`src/rtl/seq_detector_param.sv`:
```
// Runtime-programmable sequence detector: a step table of (input select, expected value)
// pairs replaces hard-coded FSM states; reports match pulse, done level, progress and mismatches.
module seq_detector_param #(
    parameter int N_IN      = 4,
    parameter int MAX_STEPS = 16,
    parameter int SEL_W     = $clog2(N_IN),
    parameter int STEP_W    = $clog2(MAX_STEPS + 1)
) (
    input  logic              clk,
    input  logic              reset,
    input  logic              en,
    input  logic              mode_cont,
    input  logic              mode_retry,
    input  logic              clear,
    input  logic              in_valid,
    input  logic [N_IN-1:0]   in_bits,
    input  logic              cfg_we,
    input  logic [STEP_W-1:0] cfg_addr,
    input  logic [SEL_W-1:0]  cfg_sel,
    input  logic              cfg_val,
    input  logic [STEP_W-1:0] cfg_len,
    output logic              match,
    output logic              done,
    output logic [STEP_W-1:0] step,
    output logic [15:0]       mismatch_cnt
);

    localparam int IDX_W = (MAX_STEPS > 1) ? $clog2(MAX_STEPS) : 1;

    typedef enum logic [1:0] {IDLE, RUN, DONE} state_t;

    state_t            state_q, state_d;
    logic [SEL_W-1:0]  sel_q [MAX_STEPS];
    logic              val_q [MAX_STEPS];
    logic              en_q;
    logic [STEP_W-1:0] len_q;

    logic [STEP_W-1:0] step_d;
    logic              match_d, done_d, complete;
    logic [15:0]       cnt_d;
    logic [IDX_W-1:0]  step_idx;
    logic              hit, hit0, last;

    // Out-of-range selects fall back to bit 0 so a bad table entry never indexes past in_bits.
    function automatic logic pick(input logic [N_IN-1:0] bits, input logic [SEL_W-1:0] s);
        if (int'(s) < N_IN)
            return bits[s];
        return bits[0];
    endfunction

    always_ff @(posedge clk or negedge reset) begin
        if (!reset) begin
            for (int i = 0; i < MAX_STEPS; i++) begin
                sel_q[i] <= '0;
                val_q[i] <= 1'b0;
            end
            en_q  <= 1'b0;
            len_q <= '0;
        end else begin
            en_q <= en;
            if (en && !en_q)
                len_q <= (int'(cfg_len) > MAX_STEPS) ? STEP_W'(MAX_STEPS) : cfg_len;
            if (cfg_we && !en && (int'(cfg_addr) < MAX_STEPS)) begin
                sel_q[cfg_addr[IDX_W-1:0]] <= cfg_sel;
                val_q[cfg_addr[IDX_W-1:0]] <= cfg_val;
            end
        end
    end

    assign step_idx = step[IDX_W-1:0];
    assign hit      = (pick(in_bits, sel_q[step_idx]) == val_q[step_idx]);
    assign hit0     = (pick(in_bits, sel_q[0]) == val_q[0]);
    assign last     = ((step + STEP_W'(1)) == len_q);

    always_comb begin
        state_d  = state_q;
        step_d   = step;
        match_d  = 1'b0;
        done_d   = done;
        cnt_d    = mismatch_cnt;
        complete = 1'b0;
        if (!en) begin
            state_d = IDLE;
            step_d  = '0;
            done_d  = 1'b0;
        end else begin
            case (state_q)
                IDLE: begin
                    state_d = RUN;
                    step_d  = '0;
                    done_d  = 1'b0;
                end
                RUN: begin
                    // A zero-length program never evaluates samples at all.
                    if (in_valid && (len_q != '0)) begin
                        if (hit) begin
                            if (last)
                                complete = 1'b1;
                            else
                                step_d = step + STEP_W'(1);
                        end else begin
                            cnt_d = (mismatch_cnt == 16'hFFFF) ? mismatch_cnt : mismatch_cnt + 16'd1;
                            if (mode_retry && (step != '0) && hit0) begin
                                if (len_q == STEP_W'(1))
                                    complete = 1'b1;
                                else
                                    step_d = STEP_W'(1);
                            end else begin
                                step_d = '0;
                            end
                        end
                        if (complete) begin
                            match_d = 1'b1;
                            if (mode_cont) begin
                                step_d = '0;
                            end else begin
                                state_d = DONE;
                                done_d  = 1'b1;
                            end
                        end
                    end
                end
                DONE: begin
                    if (clear) begin
                        state_d = RUN;
                        step_d  = '0;
                        done_d  = 1'b0;
                    end
                end
                default: state_d = IDLE;
            endcase
        end
    end

    always_ff @(posedge clk or negedge reset) begin
        if (!reset) begin
            state_q      <= IDLE;
            step         <= '0;
            match        <= 1'b0;
            done         <= 1'b0;
            mismatch_cnt <= '0;
        end else begin
            state_q      <= state_d;
            step         <= step_d;
            match        <= match_d;
            done         <= done_d;
            mismatch_cnt <= cnt_d;
        end
    end

endmodule

```
`config.mk`:
```
export PLATFORM = sky130hd
export DESIGN_NAME = seq_detector_param
export DESIGN_NICKNAME = d
export VERILOG_FILES = /design/src/rtl/seq_detector_param.sv
export SDC_FILE = /design/constraint.sdc
export NUM_CORES = 1
export LEC_CHECK = 0
export BUFFER_PORTS_ARGS = -buffer_cell sky130_fd_sc_hd__buf_2
export CAP_MARGIN = 10
export CELL_PAD_IN_SITES_DETAIL_PLACEMENT = 1
export CELL_PAD_IN_SITES_GLOBAL_PLACEMENT = 1
export CORE_ASPECT_RATIO = 1.75
export CORE_MARGIN = 1.5
export CORE_UTILIZATION = 30
export CTS_CLUSTER_DIAMETER = 100
export CTS_CLUSTER_SIZE = 20
export DETAILED_ROUTE_END_ITERATION = 8
export PLACE_DENSITY = 0.54
export RECOVER_POWER = 25
export SLEW_MARGIN = 20
export SYNTH_ARGS = -nofsm -noshare
export SYNTH_HDL_FRONTEND = slang
export SYNTH_SLANG_ARGS = --single-unit
```
`constraint.sdc`:
```
create_clock -name clk -period 5.62 [get_ports clk]
set_input_delay 0.562 -clock clk [delete_from_list [all_inputs] [get_ports clk]]
set_output_delay 0.562 -clock clk [all_outputs]
set_load 0.02 [all_outputs]
```
# Word level (Yosys, flattened, before mapping)
# Cells that the tools add are included.
# word_totals
reg_bits	79
inputBits	25
output_inout_bits	23
word_cells	130
# op_classes
addsub	2
order_cmp	7
n_eq_ne	12
n_mux	50
bitwise_logic	4
n_reduce_logical	16
# ops
cell	count
2-to-1 mux 5 bit	10
bitwise mux 32 bit	1
2-to-1 mux 1 bit	21
adder 16 x 1 -> 16 bit (second input constant)	1
bitwise mux 16 bit	1
== test 16 bit (second input constant)	1
2-to-1 mux 2 bit	8
case mux 5 bit (3 select lines)	1
!= test 3 bit (second input constant)	4
>= comparator 5 bit (second input constant)	2
inverter 4 -> 5 bit	2
AND reduction 5 bit	2
nonzero test 5 bit	2
binary-select mux 2 bit (select 4 bit)	1
demux 2 bit (select 4 bit)	1
logical AND 1 bit	7
< comparator 2 x 3 -> 1 bit (second input constant)	2
case mux 2 bit (3 select lines)	1
adder 5 x 1 -> 5 bit (second input constant)	1
== test 5 x 1 -> 1 bit (second input constant)	1
== test 5 bit	1
> comparator 5 bit (second input constant)	1
< comparator 5 x 1 -> 1 bit (second input constant)	1
< comparator 5 bit (second input constant)	1
13 further kinds	17

# Longest topological paths before layout
# logic_depth
word_depth	15
ltp_mapped	10
ltp_nobuf	9

# Worst setup path after synthesis
# OpenSTA, ideal clock, no wires.
# synth_path
path_type	reg2reg
from	register step[0]
to	register step[0]
setup_ps	67
arrival_ps	3074
t_required_ps	5553
slack_ps	2479
stages_incl_launch_ff	9
path_buffers	1
synth_period_minus_slack_ps	3141
cell_sequence	dfrtp_1 > buf_6 > mux4_2 > mux4_2 > or4_4 > nand4_4 > mux2_4 > a21oi_1 > a32o_1
# synth_between
elab_chain_len	15
word_cells_on_any_way	30
cone_classes	add/sub: 1; eq/ne: 2; mux: 23; bitwise: 1; reduce/logical: 3
# synth_rtl
element	line_no	source
start, declared	24	output logic [STEP_W-1:0] step,
start signal, assigned	144	step <= step_d;
inverter 4 -> 5 bit (implied by the code)	71	assign hit = (pick(in_bits, sel_q[step_idx]) == val_q[step_idx]);
binary-select mux 2 bit (select 4 bit)	71	
2-to-1 mux 2 bit (implied by the code) (2 in a row)	71	
binary-select mux 1 bit (select 2 bit)	47	return bits[s];
2-to-1 mux 1 bit (implied by the code)	47	
== test 1 bit	71	
2-to-1 mux 1 bit	96	if (hit) begin
2-to-1 mux 1 bit	95	if (in_valid && (len_q != '0)) begin
2-to-1 mux 1 bit	87	case (state_q)
2-to-1 mux 1 bit	82	if (!en) begin
2-to-1 mux 5 bit (*)	112	if (complete) begin
2-to-1 mux 5 bit (*)	95	
case mux 5 bit (3 select lines) (*)	87	
2-to-1 mux 5 bit (*)	82	
# Every way passes the cells marked *; elsewhere a longest branch is shown, timed or not. The select of a mux whose other input is x is not followed.
# A chain may end at the register's enable or synchronous reset.

# Worst setup path after layout
# layout_path
from	register step[0]
to	register mismatch_cnt[4]
# layout_between
elab_chain_len	9
word_cells_on_any_way	12
cone_classes	eq/ne: 1; mux: 8; bitwise: 2; reduce/logical: 1
# layout_rtl
element	line_no	source
inverter 4 -> 5 bit (implied by the code) (*)	71	
binary-select mux 2 bit (select 4 bit)	71	
2-to-1 mux 2 bit (implied by the code) (2 in a row)	71	
binary-select mux 1 bit (select 2 bit)	47	
2-to-1 mux 1 bit (implied by the code)	47	
== test 1 bit (*)	71	
inverter 1 bit (no line) (*)	--	
AND reduction 5 bit (no line) (*)	--	
end signal, assigned	147	mismatch_cnt <= cnt_d;
end, declared	25	output logic [15:0] mismatch_cnt
# Marks and branches as above.

==> flow_metrics.py <==
metrics = {
    "worst_setup_path": {
        "timing.critical_path.to_type": "flop",
        "criticalPathCategory": "reg -> reg",
        "maximum_net_fanout_on_the_critical_path": 22,
        "worstSetupStartpointType": "flop",
        "cp.required_ps": 5870,
        "worstPathArrival_ps": 4160,
    },
    "sta": {
        "timing.final.ws_setup_ps": 1710,
        "setup_violations": 0,
        "totalNegativeSetupSlack_ps": 0,
        "finalCritPeriodShare_pct": 69.6,
        "relSlewSlack_pct": 31.8,
        "timing.final.hold_violations": 0,
        "max_freq_ghz": 0.255,
        "worst_slew_pin_slew_ps": 1020,
        "unrepaired_setup_endpoints_after_global_routing": "no",
        "final_clock_skew_ps": 7.45,
        "finalWorstPathRequiredPeriod_ps": 3910,
        "finalMaxSlewViolations": 0,
    },
    "detailed_routing": {
        "route.detailed.vias_per_inst": 5.10,
        "drc": 0,
        "detailroute.via_count": 2870,
        "met2_wire_length_um": 5850,
        "first_iter_violations": 99,
        "detailroute.wirelength.met3_um": 259,
        "route.antenna.remaining_nets": 0,
        "highest-signal-layer": "met4",
        "drt_first_pass_iters": 4,
        "detail_route.wl_per_cell_um": 18.9,
        "totalWireLength_um": 10700,
        "routedLengthMet1_um": 4410,
    },
    "placement": {
        "dp_worst_setup_slack_ps": 1650,
        "detailed_place_hpwl_um": 7930,
        "port-buffer-count": 47,
        "gp_congestion": 0.740,
        "placed_cell_area_um2": 4520,
    },
    "clock_network": {
        "cts-hold-fix-buffers": 0,
        "cts_max_path_buffers": 2,
        "post_cts_buffers": 0,
        "tritoncts_num_sinks": 79,
        "clock_tree.htree_level_count": 3,
        "path_clk_slew_ps": 60,
        "clk_latency_ps": 330,
        "clock_tree_from_tritoncts": "built",
        "cts_repair_resize_count": 0,
        "cts_made_buffers": 9,
        "clk_root_buffer_cell": "sky130_fd_sc_hd__clkbuf_16",
    },
    "logic_synthesis": {
        "number_of_flops_mapped_to_enable_cells_by_yosys": 0,
        "seq_area_frac_synth_pct": 47.7,
        "synth.avg_cell_area_um2": 12.1,
        "synth_cells": 342,
        "yosys_register_bits": 79,
        "yosys.cell_types.count": 47,
        "postSynth.asyncResetShare_pct": 100,
        "synth_nets": 370,
        "yosys_warnings": 0,
        "synth.cell_area_um2": 4140,
        "dominantRegCellSynth": "sky130_fd_sc_hd__dfrtp_1",
    },
    "run": {
        "maxCapViolCount": 0,
    },
    "global_route": {
        "grt_max_degree": 70,
        "via_count_of_the_first_global_routing_pass": 3040,
        "grt_first_pass_wirelength_um": 17300,
        "globalRoute.totalOverflow": 0,
        "antenna_found_initial": 0,
        "grt_use_total_pct": 15.8,
    },
    "die": {
        "x_dimension_of_the_die_um": 91.8,
        "die_y_um": 158,
        "placementRows": 56,
        "placeableCoreArea_um2": 13500,
        "dieArea_um2": 14500,
        "floorplan.initialDensity_pct": 30.8,
        "pin_count": 48,
    },
    "power": {
        "power_switching_share_pct": 25.1,
        "clockPowerShare_pct": 41.6,
        "p_leak_nw": 2.22,
        "power.density_nw_per_um2": 322,
        "cell_internal_pwr_mw": 1.17,
        "comb_power_share_pct": 14.3,
        "switching_power_mw": 0.391,
        "power.sequential.fraction_pct": 44.1,
        "worst_ir_drop_vdd_mv": 0.204,
    },
    "min_path": {
        "min-delay-path-class": "in -> async",
    },
    "finish": {
        "antenna_cells": 0,
        "postLayoutCellArea_um2": 4850,
        "nets": 413,
        "drive_gt1_share_pct": 34.7,
        "area_growth_syn_to_layout_pct": 17.0,
    },
    "run_status": {
        "run_status": "completed",
    },
}
[cell usage after synthesis (all sizes together), types with 7 or more instances]
master  number  area, µm²
dfrtp       79       1980
mux2        60        679
nand2       26       97.6
nor2        17       63.8
nand2b      15       93.8
xnor2       14        123
mux4        13        293
o21ai       12       63.8
clkbuf      11       41.3
and3         9       56.3
nand4        9       71.3
a21oi        7       35.0
nand3        7       35.0
[layer usage]
metal | up-vias | GRT usage, %
met4 | 0 | 5.13
li1 | 1324 | -
met1 | 1492 | 18.5
met5 | - | 0
met2 | 46 | 29.4
met3 | 8 | 2.20
[flip-flops by register name, summed over array words and instances, names as in the netlist]
| name | cells |
|---|---|
| val_q | 16 |
| done | 1 |
| step | 5 |
| mismatch_cnt | 16 |
| match | 1 |
| state_q | 2 |
| len_q | 5 |
| en_q | 1 |
| sel_q | 32 |
[power by group through the flow]
stage | sequential [mW] | combinational (mW) | clock [mW]
final | 0.688 | 0.222 | 0.649
after global routing | 0.697 | 0.245 | 0.686
after CTS | 0.690 | 0.228 | 0.663
after detailed placement | 0.700 | 0.227 | 0
after global placement | 0.699 | 0.222 | 0
after floorplan | 0.686 | 0.152 | 0
[cell families after synthesis]
group	share of synthesized area, %
adder cells (fa/ha/maj)	0.906
multiplexers	24.7
AO/OA/AOI/OAI	6.04
flip-flops	47.7
XOR/XNOR	4.23
buffers and inverters	2.39
AND/OR/NAND/NOR	14.0
[path summary, 6_finish.rpt]
kind                                  from         endpoint  slack, ps  depth (start not counted)
setup reg to reg                   step[0]  mismatch_cnt[4]       1710                          8
hold reg to reg            mismatch_cnt[8]  mismatch_cnt[8]        490                          1
hold / removal                       reset         val_q[3]        220                          1
min in group clk                cfg_len[3]         len_q[3]        480                          3
setup / recovery                   step[0]  mismatch_cnt[4]       1710                          8
max in group asynchronous            reset         val_q[7]       4060                          2
[final cells by class]
cell class / instances / area, µm²
multi-input cells: 243 / 2070
well taps: 174 / 218
fillers: 1470 / 8610
flip-flops and latches: 79 / 1980
repair buffers: 48 / 240
clock inverters: 3 / 65.1
clock buffers: 12 / 267
inverters: 4 / 15.0
[metrics by stage]
| step | hold slack (ps) | cells | util [%] | power (mW) |
|---|---|---|---|---|
| 2_1_floorplan | 266 | 342 | - | 0.838 |
| 3_3_place_gp | 406 | 548 | 33.6 | 0.921 |
| 3_5_place_dp | 410 | 548 | 33.6 | 0.927 |
| 4_1_cts | 59.4 | 563 | 36.1 | 1.58 |
| 5_1_grt | 269 | 563 | 36.0 | 1.63 |
| 6_report | 224 | 563 | 36.0 | 1.56 |
[worst max-delay path, cell delays in order (launching register included)]
cell and delay, ps:
sky130_fd_sc_hd__dfrtp_1 1020, sky130_fd_sc_hd__mux2_2 410, sky130_fd_sc_hd__mux4_2 530, sky130_fd_sc_hd__mux2i_1 180
sky130_fd_sc_hd__o211ai_1 270, sky130_fd_sc_hd__nand4_4 240, sky130_fd_sc_hd__a311oi_4 740, sky130_fd_sc_hd__and4_1 300
sky130_fd_sc_hd__xor2_1 160
[cells in the final DEF, fill, tap and decap left out, types with 6 or more instances in the layout]
cell,Yosys,final
sky130_fd_sc_hd__buf_2,1,45
sky130_fd_sc_hd__xnor2_1,14,14
sky130_fd_sc_hd__nand2b_1,15,15
sky130_fd_sc_hd__mux4_2,13,13
sky130_fd_sc_hd__nand2_1,26,26
sky130_fd_sc_hd__nor2_1,17,17
sky130_fd_sc_hd__mux2_2,54,54
sky130_fd_sc_hd__o21ai_0,10,10
sky130_fd_sc_hd__xor2_1,6,6
sky130_fd_sc_hd__nand3_1,7,7
sky130_fd_sc_hd__a21oi_1,7,7
sky130_fd_sc_hd__and3_1,9,9
sky130_fd_sc_hd__clkbuf_16,0,9
sky130_fd_sc_hd__nand4_1,8,8
sky130_fd_sc_hd__dfrtp_1,79,79
sky130_fd_sc_hd__nor2b_1,6,6
No activity file was read; power rests on OpenSTA's default activity.
